==> src/rtl/click_pkg.sv <==
// ---------------------------------------------------------------------------
// click_pkg
// Shared types and constants for the click-channel synchronizing arbiter.
//   arb_state_t          : arbiter FSM encoding (IDLE, ISSUE, WAIT)
//   ARB_RESET_LAST_GRANT : last_grant value after reset, so that requester 0
//                          wins the first tie
// ---------------------------------------------------------------------------
package click_pkg;

  typedef enum logic [1:0] {
    IDLE  = 2'd0,
    ISSUE = 2'd1,
    WAIT  = 2'd2
  } arb_state_t;

  localparam logic ARB_RESET_LAST_GRANT = 1'b1;

endpackage

==> src/rtl/ifc_click.sv <==
// ---------------------------------------------------------------------------
// ifc_click
// Two-phase (transition-signalled) bundled-data click channel.
//
// Handshake: a channel is pending whenever req != ack. The sender puts data
// on the bundle, then toggles req; data must stay stable until the receiver
// toggles ack to equal req, which completes the transaction.
//
//   req  : sender -> receiver, toggles once per transaction
//   ack  : receiver -> sender, toggles to match req on completion
//   data : payload of type T, valid while pending
//
// Modports are named from the arbiter's point of view:
//   in  : the arbiter is the receiver (upstream requesters)
//   out : the arbiter is the sender (downstream sink)
// ---------------------------------------------------------------------------
interface ifc_click #(
  parameter type T = logic
) ();

  logic req;
  logic ack;
  T     data;

  modport in  (input  req, input  data, output ack);
  modport out (output req, output data, input  ack);

endinterface

==> src/rtl/click_sync.sv <==
// ---------------------------------------------------------------------------
// click_sync
// N-flop synchronizer with asynchronous active-low reset. Brings a
// transition-signalled req or ack from an asynchronous neighbour into the
// clk domain. All flops clear to 0 on reset, matching the reset phase of the
// click channels.
//
// Ports:
//   clk   : destination clock
//   rst_n : asynchronous active-low reset
//   d     : asynchronous input
//   q     : synchronized output (N clk edges of latency)
// ---------------------------------------------------------------------------
module click_sync #(
  parameter int N = 2
) (
  input  logic clk,
  input  logic rst_n,
  input  logic d,
  output logic q
);

  logic [N-1:0] sync_q;

  always_ff @(posedge clk or negedge rst_n) begin
    if (!rst_n) begin
      sync_q <= '0;
    end else begin
      sync_q <= {sync_q[N-2:0], d};
    end
  end

  assign q = sync_q[N-1];

endmodule

==> src/rtl/click_sync_arbiter.sv <==
// ---------------------------------------------------------------------------
// click_sync_arbiter
// Round-robin arbiter that merges two asynchronous 2-phase click requesters
// onto one shared downstream click channel, using a single local clock.
//
// Parameters:
//   T           : payload type carried on all channels
//   SYNC_STAGES : flop depth of each req/ack synchronizer (2..4)
//
// Ports:
//   clk   : sole clock
//   rst_n : asynchronous active-low reset
//   in0   : requester 0 (arbiter receives, drives in0.ack)
//   in1   : requester 1 (arbiter receives, drives in1.ack)
//   out   : shared downstream channel (arbiter drives out.req / out.data)
//
// Operation: IDLE picks a winner among the pending requesters and registers
// its data; ISSUE toggles out.req one cycle later so data leads req; WAIT
// holds everything until the synchronized out.ack matches out.req, then
// toggles the winner's ack and returns to IDLE. Every output is a flop.
// ---------------------------------------------------------------------------
module click_sync_arbiter
  import click_pkg::*;
#(
  parameter type T           = logic,
  parameter int  SYNC_STAGES = 2
) (
  input logic   clk,
  input logic   rst_n,
  ifc_click.in  in0,
  ifc_click.in  in1,
  ifc_click.out out
);

  // Synchronized views of the asynchronous inputs.
  logic req0_s;
  logic req1_s;
  logic ack_s;

  click_sync #(.N(SYNC_STAGES)) u_sync_req0 (
    .clk   (clk),
    .rst_n (rst_n),
    .d     (in0.req),
    .q     (req0_s)
  );

  click_sync #(.N(SYNC_STAGES)) u_sync_req1 (
    .clk   (clk),
    .rst_n (rst_n),
    .d     (in1.req),
    .q     (req1_s)
  );

  click_sync #(.N(SYNC_STAGES)) u_sync_ack (
    .clk   (clk),
    .rst_n (rst_n),
    .d     (out.ack),
    .q     (ack_s)
  );

  arb_state_t state_q;
  logic       grant_q;       // requester currently being served
  logic       last_grant_q;  // requester served most recently
  logic       out_req_q;
  T           out_data_q;
  logic       ack0_q;
  logic       ack1_q;

  // Pending is level-based: a request arriving while the other input is
  // being served simply stays pending until IDLE looks again.
  logic pend0;
  logic pend1;
  logic winner;
  T     win_data;

  assign pend0 = req0_s ^ ack0_q;
  assign pend1 = req1_s ^ ack1_q;

  always_comb begin
    winner = 1'b0;
    if (pend0 && pend1) begin
      winner = ~last_grant_q;
    end else if (pend1) begin
      winner = 1'b1;
    end
  end

  assign win_data = winner ? in1.data : in0.data;

  always_ff @(posedge clk or negedge rst_n) begin
    if (!rst_n) begin
      state_q      <= IDLE;
      grant_q      <= 1'b0;
      last_grant_q <= ARB_RESET_LAST_GRANT;
      out_req_q    <= 1'b0;
      out_data_q   <= '0;
      ack0_q       <= 1'b0;
      ack1_q       <= 1'b0;
    end else begin
      case (state_q)
        IDLE: begin
          if (pend0 || pend1) begin
            out_data_q <= win_data;
            grant_q    <= winner;
            state_q    <= ISSUE;
          end
        end
        ISSUE: begin
          // Data was registered on the previous edge, so it is already
          // stable on the bundle when req transitions.
          out_req_q <= ~out_req_q;
          state_q   <= WAIT;
        end
        WAIT: begin
          if (ack_s == out_req_q) begin
            // Completing the upstream handshake makes the winner's
            // synchronized req equal its ack, so it cannot be re-granted
            // on the next IDLE cycle.
            if (grant_q) begin
              ack1_q <= ~ack1_q;
            end else begin
              ack0_q <= ~ack0_q;
            end
            last_grant_q <= grant_q;
            state_q      <= IDLE;
          end
        end
        default: begin
          state_q <= IDLE;
        end
      endcase
    end
  end

  assign out.req  = out_req_q;
  assign out.data = out_data_q;
  assign in0.ack  = ack0_q;
  assign in1.ack  = ack1_q;

endmodule
==> src/flat_wrapper.sv <==
// flat-port wrapper written by rule: the top's interface ports become plain ports
module click_sync_arbiter_flat import click_pkg::*;
#(
  parameter type T           = logic,
  parameter int  SYNC_STAGES = 2
)
  (clk, rst_n, in0_req, in0_data, in0_ack, in1_req, in1_data, in1_ack, out_req, out_data, out_ack);
  ifc_click #(.T(T)) in0_i ();
  ifc_click #(.T(T)) in1_i ();
  ifc_click #(.T(T)) out_i ();
  input logic clk;
  input logic rst_n;
  input wire logic [$bits(in0_i.req)-1:0] in0_req;
  input wire logic [$bits(in0_i.data)-1:0] in0_data;
  output wire logic [$bits(in0_i.ack)-1:0] in0_ack;
  input wire logic [$bits(in1_i.req)-1:0] in1_req;
  input wire logic [$bits(in1_i.data)-1:0] in1_data;
  output wire logic [$bits(in1_i.ack)-1:0] in1_ack;
  output wire logic [$bits(out_i.req)-1:0] out_req;
  output wire logic [$bits(out_i.data)-1:0] out_data;
  input wire logic [$bits(out_i.ack)-1:0] out_ack;
  assign in0_i.req = in0_req;
  assign in0_i.data = in0_data;
  assign in0_ack = in0_i.ack;
  assign in1_i.req = in1_req;
  assign in1_i.data = in1_data;
  assign in1_ack = in1_i.ack;
  assign out_req = out_i.req;
  assign out_data = out_i.data;
  assign out_i.ack = out_ack;
  click_sync_arbiter #(.T(T), .SYNC_STAGES(SYNC_STAGES)) u_core (.clk(clk), .rst_n(rst_n), .in0(in0_i), .in1(in1_i), .out(out_i));
endmodule
==> config.mk <==
export PLATFORM = sky130hd
export DESIGN_NAME = click_sync_arbiter_flat
export DESIGN_NICKNAME = d
export VERILOG_FILES = /design/src/rtl/click_pkg.sv /design/src/rtl/ifc_click.sv /design/src/rtl/click_sync.sv /design/src/rtl/click_sync_arbiter.sv /design/src/flat_wrapper.sv
export SDC_FILE = /design/constraint.sdc
export NUM_CORES = 1
export LEC_CHECK = 0
export BUFFER_PORTS_ARGS = -buffer_cell sky130_fd_sc_hd__buf_2
export CORE_AREA = 2 2 39 41
export CTS_CLUSTER_DIAMETER = 30
export DETAILED_ROUTE_END_ITERATION = 8
export DIE_AREA = 0 0 41 43
export GPL_ROUTABILITY_DRIVEN = 1
export HOLD_SLACK_MARGIN = 0.06
export PLACE_DENSITY_LB_ADDON = 0.2
export SLEW_MARGIN = 20
export SYNTH_ARGS = -nofsm -noshare
export SYNTH_HDL_FRONTEND = slang
export SYNTH_HIERARCHICAL = 1
export SYNTH_SLANG_ARGS = --single-unit
==> constraint.sdc <==
create_clock -name clk -period 1.1 [get_ports clk]
set_input_delay 0.165 -clock clk [delete_from_list [all_inputs] [get_ports clk]]
set_output_delay 0.165 -clock clk [all_outputs]
set_load 0.05 [all_outputs]
* Word-level counts from Yosys, hierarchy flattened
Cells that the tools add are included.
** Storage, ports and cells
- Register bits after elaboration :: 14
- Word-level logic and storage cells :: 36
** Operators by class
- Equal/unequal tests :: 5
- Multiplexer cells :: 6
- Bitwise gates (word level) :: 7
- Reduce and logical (&&, ||, !) cells :: 8
** Operator list (number)
- 2-bit case mux with 3 select lines :: 1
- 2-bit AND reduction :: 3
- 3-bit AND reduction :: 2
- 1-bit inverter :: 5
- 2-bit 2-to-1 mux :: 2
- 2-bit by 1-bit inequality test with 1-bit output, second input constant :: 2
- 1-bit 2-to-1 mux :: 3
- 2-bit by 1-bit == test with 1-bit output, second input constant :: 1
- 2-bit == test, second input constant :: 1
- 2-bit logical NOT :: 1
- 1-bit bitwise XOR :: 2
- 1-bit == test :: 1
- 1-bit logical AND :: 1
- 1-bit logical OR :: 1

* Depth between registers and ports, before layout
Gate-level depths: netlist (run 1).
- Depth in word-level cells :: 4
- Gate-level depth with buffers :: 3
- Depth with buffers taken out :: 3

* By module
The synthesis (run 1) kept the hierarchy.
** By module, submodules not included
- click_sync_arbiter :: instances 1, cells each 34, area each 396.6 µm²
- click_sync :: instances 3, cells each 2, area each 50.0 µm²

* Least setup slack after synthesis (run 1)
OpenSTA, ideal clock, no wires.
- Kind :: register -> register
- From :: register u_core.ack0_q, in the netlist u_core/in0.ack
- To :: register u_core.out_data_q, in the netlist u_core/out.data
- Arrival :: 1.167 ns
- Required time :: 0.964 ns
- Slack :: -0.202 ns
- Stages on the path, launching flop included :: 4
- Buffers on the path :: 0
- Path through :: dfrtp_1 xnor2_1 o2111ai_1 o211ai_1
** On the way
- Word-level cells in the longest chain between the ends :: 4
- Elaborated cells between the ends (all ways) :: 6
** RTL lines
- from (decl) :: RTL line click_sync_arbiter.sv:66 : logic ack0_q;
- from (signal assigned) :: RTL line click_sync_arbiter.sv:122 : ack0_q <= ~ack0_q;
- 1-bit bitwise XOR (*) :: RTL line click_sync_arbiter.sv:76 : assign pend0 = req0_s ^ ack0_q;
- 1-bit logical AND :: RTL line click_sync_arbiter.sv:81 : if (pend0 && pend1) begin
- 1-bit 2-to-1 mux :: RTL line click_sync_arbiter.sv:81
- 1-bit 2-to-1 mux :: RTL line click_sync_arbiter.sv:88 : assign win_data = winner ? in1.data : in0.data;
- to (signal assigned) :: RTL line click_sync_arbiter.sv:103 : out_data_q <= win_data;
- to (decl) :: RTL line click_sync_arbiter.sv:65 : T out_data_q;
Mark *: on every way between the ends. The rest lies on a longest branch, timed or not.
A chain may end at the register's enable or synchronous reset.

* Worst setup path after layout (run 1)
- From :: register u_core.out_req_q, in the netlist u_core/out.req
- To :: output out_req
** RTL lines
- from (decl) :: RTL line click_sync_arbiter.sv:64 : logic out_req_q;
- from (signal assigned) :: RTL line click_sync_arbiter.sv:111 : out_req_q <= ~out_req_q;
- to (decl) :: RTL line flat_wrapper.sv:19 : output wire logic [$bits(out_i.req)-1:0] out_req;
No word-level cell between the ends.

==> metrics.sh, run 1 <==
FP.DIEW_UM=41
POST-PLACE-WS_NS=-0.01582
WORST_SETUP_PATH_START_KIND='flip-flop'
RRSETUPSLACK_NS=0.04
DRT_FIRST_PASS_ITERS=3
POWER_mW=2.197
SYNTH_EDF_COUNT=0
FINAL_NETS=67
CRIT_PATH_REQUIRED_TIME_NS=0.94
CRITPATHKIND='reg2out'
STD_CELL_ROWS=14
DRV_SLEW=0
WORST_PIN_SLEW_NS=0.2986
INSERTEDDIODECOUNT=0
R2R_CELLS=3
SHARE_OF_SYNTHESIZED_AREA_SPENT_ON_MULTIPLEXERS_PCT=0
DRT_DRC_VIOLATIONS_LEFT=0
SYNTH_COMPOUND_AREA_SHARE_PCT=9.840
MAX_FREQ_GHz=0.9293
POSTSYNTH.TOPFLOPCELL='dfrtp_1'
CTS-HTREE-LEVELS=1
SYNTH_FP_NETS=47
SYNTHTOLAYOUTAREAGROWTH_PCT=35.93
FINAL_LAYOUT_SIZE_SUFFIX_GT1_SHARE_PCT=45.76
GRT_SETUP_UNREPAIRED='true'
POST_SYNTHESIS_XOR_XNOR_AREA_FRACTION_PCT=14.19
FINAL_SETUP_FAILS=0
GLOBALPLACE.CONGESTION=0.7088
GRT_PASS1_WL_UM=1366
ANTENNA_FOUND_INITIAL=0
AVG_WL_PER_CELL_UM=10.60
CLKSINKCOUNT=14
CRITICAL_PATH.TOP_DELAY_FAMILY='flip-flops'
SYNTH_SIMPLE_GATE_AREA_SHARE_PCT=9.611
POSTROUTEWIRELENGTH_UM=795
DETAIL_ROUTE.ITER0.VIOLATIONS=5
IR_DROP_mV=1.153
PLACEABLECOREAREA_UM2=1384
DIE_H_UM=43
FINALCRITPERIODSHARE_PCT=97.83
FINALCRITICALPERIOD_NS=1.076
DETAILED_PLACE.AREA_UM2=620.6
FIN_WS_NS=0.02388
FINALCLOCKSKEW_NS=0.002705
GLOBAL_ROUTE.OVERFLOW_TOTAL=0
YOSYS_WARNINGS=6
VIA_COUNT_OF_THE_FIRST_GLOBAL_ROUTING_PASS=356
CP_NUM_BUF_INV=1
NUMBER_OF_PLACED_INSTANCES_WITH_TAPS_INCLUDED=66
CRITICAL-PATH-MAX-STAGE-DELAY_NS=0.44
TRITONCTS_BUFFERS=3
FINAL.HOLD.WORST_SLACK_NS=0.1795
WORSTPATHMAXFANOUT=3
DR_TOTAL_VIAS=338
ROOT_BUFFER='clkbuf_4'
CTS.CLK_SLEW.WORST_PATHS_NS=0.08
FILLERS=123
CRITPATHCAPTURETYPE='output port'
ASYNC_FLOP_SHARE_PCT=100.0
FLOORPLAN.IO_PINS=11
WHS_PATH_DEPTH=3
TIMING.RR.END='u_core/out.data'
CLOCK_LATENCY_NS=0.27
DOMINANT_COMBINATIONAL_CELL_FAMILY_BY_AREA_AFTER_SYNTHESIS='XOR/XNOR gates'
POSTSYNTHREGISTERBITS=14
REGISTER_AREA_UM2=355.3
DIE_AREA_UM2=1763
DRV.MAX_CAP_VIOLATION_COUNT=0
NETLIST-CELL-TYPE-COUNT=15
MIN_DELAY_WORST_ENDPOINT='u_core/out.data'
ROUTE.ANTENNA.REMAINING_NETS=0
CP_SLOWEST_CELL='dfrtp_2'
VIA_TO_CELL_RATIO=4.507
ARRIVAL_NS=0.91
HOLD_PATH_STARTPOINT='in1_data'
MAXIMUM_NUMBER_OF_PINS_ON_ONE_NET_BEFORE_GLOBAL_ROUTE_REPAIR=15
MIN-DELAY-PATH-CLASS='in2reg'
FINALHOLDVIOLATIONS=0
TIMING.RR.START='u_core/in1.ack'
FINALINSTANCEAREA_UM2=743.2
SYNTHADDERAREAFRAC_PCT=0
FIN_UTIL_PCT=53.71
CTS.PATH.MAX_BUFFERS=2
SLEW_HEADROOM_PCT=80.09
GRT_UTIL_ALL_LAYERS_PCT=11.87
FLOORPLAN.INITIALDENSITY_PCT=39.51
PORT_BUFFERS=10
DETAILED_PLACE_HPWL_UM=578.7
CTS_TREE='built'
SHARE_OF_THE_YOSYS_CHIP_AREA_BELONGING_TO_REGISTERS_PCT=64.30
MULTIINPUTGATEAREA_UM2=207.7
POWER.DENSITY_CELL_AREA_nW_PER_UM2=2956
POST_SYNTH.CELL_AREA_AVG_UM2=13.67
POSTSYNTHCELLCOUNT=40
FINISH.CELL_COUNT_WITHOUT_FILLERS=75
CRITICAL_PATH_CELL_BY_CELL='buf_4'
OUTCOME='completed'
TIMING.SETUP.TNS_NS=0
STATIC-LEAKAGE-POWER_nW=0.3376
NETLIST_AREA_UM2=546.8
[final cells by class]
type,instances,area share (%)
flip-flops and latches,14,47.81
clock buffers,4,4.882
multi-input cells,23,27.95
inverters,3,1.515
repair buffers,15,15.15
well taps,16,2.694
[kinds of logic (layout without fill, tap and decap cells)]
logic type      count (synthesis)  in the layout
flops                          14             14
buf+inv                         3             22
simple gates                    8              8
xor+xnor                        8              8
compound gates                  7              7
[layer usage]
layer	global-route usage, %	vias up	part of all wire (%)	wire length [µm]
met5	0	-	0	0
met4	6.000	0	0	0
met3	4.712	0	5.2	41
met2	17.19	8	47	373
met1	14.79	159	48	379
li1	-	171	-	-
[how the worst max path moves through the flow]
stage / depth (start not counted) / to / startpoint / slack, ns
floorplan: 3 / u_core/in1.ack / u_core/out.req / -0.04
global placement: 3 / u_core/out.data / u_core/state_q[0] / -0.005
detailed placement: 3 / u_core/out.data / u_core/state_q[0] / -0.02
CTS: 1 / out_req / u_core/out.req / 0.01
global route: 3 / u_core/out.data / u_core/state_q[0] / -0.01
finish: 1 / out_req / u_core/out.req / 0.02
[cell usage after synthesis, drive strengths merged (2+ instances only)]
cell     number  area [µm²]
o2111ai       2       17.52
o21ai         2       10.00
xor2          5       51.30
o211ai        2       15.01
nand2b        4       25.02
nor3          2       20.02
xnor2         3       26.28
inv           3       11.26
dfrtp        13       325.3
[where the power goes]
| group | switching, mW | internal [mW] |
|---|---|---|
| logic | 0.576 | 0.396 |
| clock network | 0.156 | 0.201 |
| registers | 0.169 | 0.700 |
[timing repair]
action,in CTS,in global routing
pin swaps,0,1
buffers inserted,0,1
gates resized for setup,7,2
endpoints found under the setup margin,4,3
endpoints found under the hold margin,17,0
hold buffers,4,0
[placed cells by master (no fill, tap or decap), drive strengths merged]
cell	instances
dfstp	1
o2111ai	2
nand2	1
o21ai	2
buf	11
inv	3
clkbuf	4
nand2b	4
xnor2	3
dfrtp	13
nor2	1
nor3	2
dlygate4sd3	4
xor2	5
o211ai	2
a21boi	1
[state kept, by name (all words and copies together), names as in the netlist, 2 cells and up]
register,flops
u_core/state_q,2
u_core/u_sync_ack/sync_q,2
u_core/u_sync_req0/sync_q,2
u_core/u_sync_req1/sync_q,2
(Power assumes the default switching activity.)
==> run 2: changes to the inputs <==
- CELL_PAD_IN_SITES_DETAIL_PLACEMENT: not set -> 1
- CELL_PAD_IN_SITES_GLOBAL_PLACEMENT: not set -> 1
- CORE_AREA: 2 2 39 41 -> not set
- CORE_UTILIZATION: not set -> 40
- DIE_AREA: 0 0 41 43 -> not set
==> run 2 against run 1 <==
  * Global-route usage rose by 4.6 points
  * Clock skew is 0.0012 ns lower
  * Clock power barely moved
  * Total power is 3.0% higher
  * Flip-flop and latch count is the same
  * Critical path type unchanged
  * Combinational power up 6%
  * Largest power group unchanged
  * Maximum frequency up 0.44%
  * Wire length is 22% higher
  * Worst hold slack improved by 0.0049 ns
==> metrics.sh, run 2 (same netlist as run 1, synthesis figures left out) <==
FINALCLOCKSKEW_NS=0.001534
FINALHOLDVIOLATIONS=0
TIMING.RR.END='u_core/out.data'
DRT_FIRST_PASS_ITERS=2
IR_DROP_mV=1.664
GRT_UTIL_ALL_LAYERS_PCT=16.50
STATIC-LEAKAGE-POWER_nW=0.3459
GRT_SETUP_UNREPAIRED='true'
MAX_FREQ_GHz=0.9334
NETSWITCHINGPOWER_mW=0.9283
FINAL_NETS=69
WORST_PIN_SLEW_NS=0.3034
PLACEABLECOREAREA_UM2=1186
OUTCOME='completed'
AVG_WL_PER_CELL_UM=12.92
ANTENNA_FOUND_INITIAL=0
ROOT_BUFFER='clkbuf_4'
DRV.MAX_CAP_VIOLATION_COUNT=0
MOSTFREQUENTLAYOUTCELLS='dfrtp_1, buf_2'
TIMING.SETUP.TNS_NS=0
FINALCRITICALPERIOD_NS=1.071
STD_CELL_ROWS=12
DR_TOTAL_VIAS=350
CP.DEPTH=1
CLKSINKCOUNT=14
POWER_mW=2.263
DRT_DRC_VIOLATIONS_LEFT=0
WORST_SETUP_PATH_START_KIND='flip-flop'
FINAL_SETUP_FAILS=0
VIA_TO_CELL_RATIO=4.667
FINAL_LAYOUT_SIZE_SUFFIX_GT1_SHARE_PCT=45.90
POWER.SWITCHING_FRACTION_PCT=41.02
INSERTEDDIODECOUNT=0
CRITPATHCAPTURETYPE='output port'
MAXIMUM_NUMBER_OF_PINS_ON_ONE_NET_BEFORE_GLOBAL_ROUTE_REPAIR=15
CAPTURING_INSTANCE_OR_PORT_OF_THE_CRITICAL_PATH='out_req'
GRT_PASS1_WL_UM=1614
CRITPATHKIND='reg2out'
GLOBALPLACE.CONGESTION=0.7831
SHARE_COMB_OF_TOTAL_POWER_PCT=45.5
GLOBAL_ROUTE.OVERFLOW_TOTAL=0
CRIT_PATH_REQUIRED_TIME_NS=0.94
R2R_CELLS=3
CTS.PATH.MAX_BUFFERS=2
DETAIL_ROUTE.ITER0.VIOLATIONS=1
TRITONCTS_BUFFERS=3
FLOORPLAN.IO_PINS=11
FINALCRITPERIODSHARE_PCT=97.40
VIA_COUNT_OF_THE_FIRST_GLOBAL_ROUTING_PASS=395
DIE_H_UM=38.97
RRSETUPSLACK_NS=0.04
CRITICAL_PATH.TOP_DELAY_FAMILY='flip-flops'
CTS-HTREE-LEVELS=1
PORT_BUFFERS=10
DRV_SLEW=0
ROUTE.ANTENNA.REMAINING_NETS=0
CTS_TREE='built'
SHARE_SEQ_OF_TOTAL_POWER_PCT=38.7
INTERNAL_POWER_mW=1.335
CP_SLOWEST_CELL='dfrtp_2'
CP_NUM_BUF_INV=1
SYNTHTOLAYOUTAREAGROWTH_PCT=37.07
CLOCK_LATENCY_NS=0.27
CRITICAL-PATH-MAX-STAGE-DELAY_NS=0.44
ARRIVAL_NS=0.91
WORSTPATHMAXFANOUT=3
POSTROUTEWIRELENGTH_UM=969
CTS.CLK_SLEW.WORST_PATHS_NS=0.08
MIN-DELAY-PATH-CLASS='in2reg'
CLOCKPOWERSHARE_PCT=15.8
LAYOUT.CELLS.MOST_COMMON='dfrtp_1'
TIMING.RR.START='u_core/in1.ack'
DIE_AREA_UM2=1519
POWER.DENSITY_CELL_AREA_nW_PER_UM2=3020
FLOORPLAN.INITIALDENSITY_PCT=46.10
CRITICAL_PATH_CELL_BY_CELL='buf_4'
CRITPATHLAUNCH='u_core/out.req'
SLEW_HEADROOM_PCT=79.77
FP.DIEW_UM=38.97
run 2: area by class of cell:
type | instances | area, µm²
flip-flops and latches | 14 | 355.3
fillers | 132 | 436.7
clock buffers | 4 | 36.28
repair buffers | 17 | 127.6
inverters | 3 | 11.26
multi-input cells | 23 | 201.4
well taps | 14 | 17.52
run 2: repair_timing:
action / CTS / global route
hold buffers: 4 / 0
resized for setup: 6 / 2
setup buffers: 1 / 2
endpoints found under the setup margin: 4 / 7
endpoints found under the hold margin: 17 / 0
run 2: metal layers:
| metal | global-route usage [%] | part of all wire (%) | up-vias |
|---|---|---|---|
| li1 | - | - | 175 |
| met3 | 1.734 | 2.8 | 2 |
| met2 | 28.33 | 52 | 8 |
| met1 | 19.39 | 45 | 165 |
| met5 | 0 | 0 | - |
| met4 | 10.34 | 0.62 | 0 |
run 2: worst min-delay path by stage:
stage	from	endpoint	slack, ns	cells after the start
3_5_place_dp	rst_n	u_core/state_q[1]	0.07	1
6_report	in1_data	u_core/out.data	0.18	3
2_1_floorplan	rst_n	u_core/grant_q	-0.13	0
4_1_cts	in1_data	u_core/out.data	0.18	3
5_1_grt	in1_data	u_core/out.data	0.20	3
3_3_place_gp	rst_n	u_core/state_q[1]	0.06	1
run 2: stage by stage:
stage / util, % / cells / area (µm²) / hold slack [ns] / setup WS, ns
after floorplan: - / 40 / 550.5 / -0.1306 / -0.04410
after global placement: 52.11 / 64 / 618.1 / 0.06062 / 0.04649
after detailed placement: 52.11 / 64 / 618.1 / 0.06959 / -0.001232
after CTS: 60.97 / 73 / 723.2 / 0.1770 / 0.002957
after global routing: 63.19 / 75 / 749.5 / 0.1986 / -0.04945
final: 63.19 / 75 / 749.5 / 0.1845 / 0.02861
run 2: power groups by stage:
stage	Combinational, mW	Clock (mW)	Sequential [mW]
6_report	1.03	0.358	0.876
5_1_grt	1.13	0.393	0.896
4_1_cts	0.963	0.374	0.877
3_5_place_dp	0.856	0	0.869
3_3_place_gp	0.823	0	0.854
2_1_floorplan	0.404	0	1.10
==> run 3: changes to the inputs <==
- CORE_UTILIZATION: 40 -> 39
- SYNTH_HIERARCHICAL: 1 -> not set
==> run 3 against run 2 <==
  * Worst setup slack got worse by 0.16 ns
  * Critical path type is now reg2reg
  * Clock skew rose by 0.0024 ns
  * Global-route usage is 3.7 points higher
  * Clock power rose by 2%
  * Die area fell by 0.23%
  * The flow now finishes with violations (setup timing)
==> metrics.sh, run 3 <==
FINAL_LAYOUT_SIZE_SUFFIX_GT1_SHARE_PCT=55.38
DOMINANT_COMBINATIONAL_CELL_FAMILY_BY_AREA_AFTER_SYNTHESIS='XOR/XNOR gates'
INSERTEDDIODECOUNT=0
DRV_SLEW=0
YOSYSTOPAREACELL='dfrtp_1'
SYNTHADDERAREAFRAC_PCT=0
SYNTH_FP_NETS=46
CP_SLOWEST_CELL='dfrtp_2'
FINALCRITICALPERIOD_NS=1.230
CTS-HTREE-LEVELS=1
FIN_WS_NS=-0.1297
FINALHOLDVIOLATIONS=0
CRITPATHCAPTURETYPE='flip-flop'
OUTCOME='complete, but fails checks'
ROOT_BUFFER='clkbuf_4'
ROUTE.ANTENNA.REMAINING_NETS=0
POWER.DENSITY_CELL_AREA_nW_PER_UM2=3202
FINISH.CELL_COUNT_WITHOUT_FILLERS=79
SYNTHDOMINANTCELLAREASHARE_PCT=61.18
WIRE_LENGTH_ON_MET1_UM=556
TRITONCTS_BUFFERS=3
DIE_AREA_UM2=1515
GRT_SETUP_UNREPAIRED='true'
FINALCRITPERIODSHARE_PCT=111.8
CTS_TREE='built'
MET3ROUTEDLENGTH_UM=61
FINALCLOCKSKEW_NS=0.003971
GLOBAL_ROUTE.OVERFLOW_TOTAL=0
FINAL_SETUP_FAILS=4
SYNTH.TOP_CELLS.BY_AREA='dfrtp_1, xnor2_1, dfstp_2'
WORSTPATHMAXFANOUT=2
ROUTED.TOP_LAYER='met4'
GLOBALPLACE.CONGESTION=0.6734
DR_WL_MET2_UM=656
DRT_FIRST_PASS_ITERS=2
VIA_COUNT_OF_THE_FIRST_GLOBAL_ROUTING_PASS=421
MIN-DELAY-PATH-CLASS='in2reg'
GRT_PASS1_WL_UM=1890
NETLIST_TOP_CELLS_COUNT='dfrtp_1, xnor2_1'
CRITICAL_PATH_CELL_BY_CELL='xnor2_4 -> buf_4 -> a21oi_1 -> mux2_4'
VIOLATIONS='setup timing'
FLOORPLAN.IO_PINS=11
LAYOUT.CELLS.MOST_COMMON='dfrtp_1'
WORST_PIN_SLEW_NS=0.3044
SYNTH_EDF_COUNT=0
SHARE_OF_SYNTHESIZED_AREA_SPENT_ON_MULTIPLEXERS_PCT=2.118
DETAILED_PLACE_HPWL_UM=840.9
SHARE_OF_THE_YOSYS_CHIP_AREA_BELONGING_TO_REGISTERS_PCT=66.12
SYNTH_COMPOUND_AREA_SHARE_PCT=8.706
POST_SYNTH.CELL_AREA_AVG_UM2=13.63
ASYNC_FLOP_SHARE_PCT=100.0
VIA_TO_CELL_RATIO=4.835
DIE_H_UM=38.93
POSTSYNTHCELLCOUNT=39
NETLIST-CELL-TYPE-COUNT=18
CRIT_PATH_REQUIRED_TIME_NS=1.27
ANTENNA_FOUND_INITIAL=0
DETAIL_ROUTE.ITER0.VIOLATIONS=1
MAX_FREQ_GHz=0.8132
CLKSINKCOUNT=14
IR_DROP_mV=1.647
CRITPATHKIND='reg2reg'
CRITICAL-PATH-MAX-STAGE-DELAY_NS=0.46
NUMBER_OF_PLACED_INSTANCES_WITH_TAPS_INCLUDED=70
POSTSYNTH.TOPFLOPCELL='dfrtp_1'
DETAILED_PLACE.AREA_UM2=678.2
STATIC-LEAKAGE-POWER_nW=0.3821
CLOCK_LATENCY_NS=0.28
POST_SYNTHESIS_XOR_XNOR_AREA_FRACTION_PCT=13.18
FINALINSTANCEAREA_UM2=850.8
WORST_SETUP_PATH_START_KIND='flip-flop'
YOSYS_WARNINGS=0
NETLIST_AREA_UM2=531.8
SYNTH_SIMPLE_GATE_AREA_SHARE_PCT=8.471
FINAL.HOLD.WORST_SLACK_NS=0.1560
CTS.CLK_SLEW.WORST_PATHS_NS=0.08
FINAL_NETS=73
YOSYS.CELL_COUNT.TOP_TYPE='dfrtp_1'
DR_TOTAL_VIAS=382
FP.DIEW_UM=38.93
GRT_UTIL_ALL_LAYERS_PCT=20.25
AVG_WL_PER_CELL_UM=16.41
DRT_DRC_VIOLATIONS_LEFT=0
ARRIVAL_NS=1.40
POSTROUTEWIRELENGTH_UM=1296
CTS.PATH.MAX_BUFFERS=2
POSTSYNTHREGISTERBITS=14
CP_NUM_BUF_INV=1
SYNTHTOLAYOUTAREAGROWTH_PCT=60.00
CRITICAL_PATH.TOP_DELAY_FAMILY='flip-flops'
FLOORPLAN.INITIALDENSITY_PCT=44.83
MAXIMUM_NUMBER_OF_PINS_ON_ONE_NET_BEFORE_GLOBAL_ROUTE_REPAIR=15
DRV.MAX_CAP_VIOLATION_COUNT=0
SLEW_HEADROOM_PCT=79.71
PLACEABLECOREAREA_UM2=1186
STD_CELL_ROWS=12
MOSTFREQUENTLAYOUTCELLS='dfrtp_1, buf_2, buf_4'
PORT_BUFFERS=10
-- run 3: cell count changes after synthesis, moves of 2 or more --
cell and delta:
nand2b_1 -2, nor3_2 -2, xnor2_1 +3, xor2_1 -2
-- run 3: cell type report --
type / instances / area, µm²
Fill cell: 112 / 335.3
Timing Repair Buffer: 22 / 182.7
Inverter: 2 / 7.507
Clock buffer: 4 / 36.28
Tap cell: 14 / 17.52
Multi-Input combinational cell: 23 / 250.2
Sequential cell: 14 / 356.6
-- run 3: power by group --
group	switching (mW)	leakage (nW)	total, mW	internal [mW]
Clock	0.164	0.0210	0.366	0.201
Sequential	0.203	0.161	0.903	0.700
Combinational	0.709	0.200	1.46	0.747
Total	1.08	0.382	2.72	1.65
-- run 3: worst paths after layout --
check / endpoint / start / slack, ns / cells after the start
worst max register to register: u_core.grant_q / u_core.in1.ack / -0.13 / 4
worst min-delay path: u_core.out.data / in0_data / 0.16 / 3
max in group asynchronous: u_core.last_grant_q / rst_n / 0.52 / 2
worst max-delay path: u_core.grant_q / u_core.in1.ack / -0.13 / 4
worst min register to register: u_core.u_sync_ack.sync_q[1] / u_core.u_sync_ack.sync_q[0] / 0.37 / 0
min in group asynchronous: u_core.out.data / rst_n / 0.29 / 2
-- run 3: cell families (layout without fill, tap and decap cells) --
group,Yosys count,in the layout
flip-flops,14,14
XOR/XNOR,8,8
AND/OR/NAND/NOR,8,8
AO/OA/AOI/OAI,6,6
buffers and inverters,2,28
multiplexers,1,1
-- run 3: timing repair --
item / CTS / global route
gates cloned: 0 / 0
hold endpoints to repair: 17 / 0
pin swaps: 4 / 1
endpoints found under the setup margin: 8 / 7
hold buffers: 4 / 0
buffers inserted: 2 / 0
resized for setup: 15 / 5
-- run 3: stage by stage --
step	power (mW)	worst slack (ns)	setup TNS, ns	util (%)
floorplan	1.545	-0.2269	-0.2493	-
global placement	1.879	-0.05333	-0.05333	57.17
detailed placement	1.952	-0.1419	-0.1958	57.17
CTS	2.617	-0.1447	-0.3617	69.51
global route	2.858	-0.1603	-0.5647	71.73
finish	2.725	-0.1297	-0.3567	71.73
-- run 3: worst reg2reg max path: stages (launching register included) --
cell and delay [ns]:
dfrtp_2 0.46, xnor2_4 0.21, buf_4 0.15, a21oi_1 0.04
mux2_4 0.26
-- run 3: per-layer routing --
metal	track usage (%)	up-vias
met2	35.42	12
met5	0	-
met3	6.936	4
met1	21.07	184
met4	10.34	0
li1	-	182
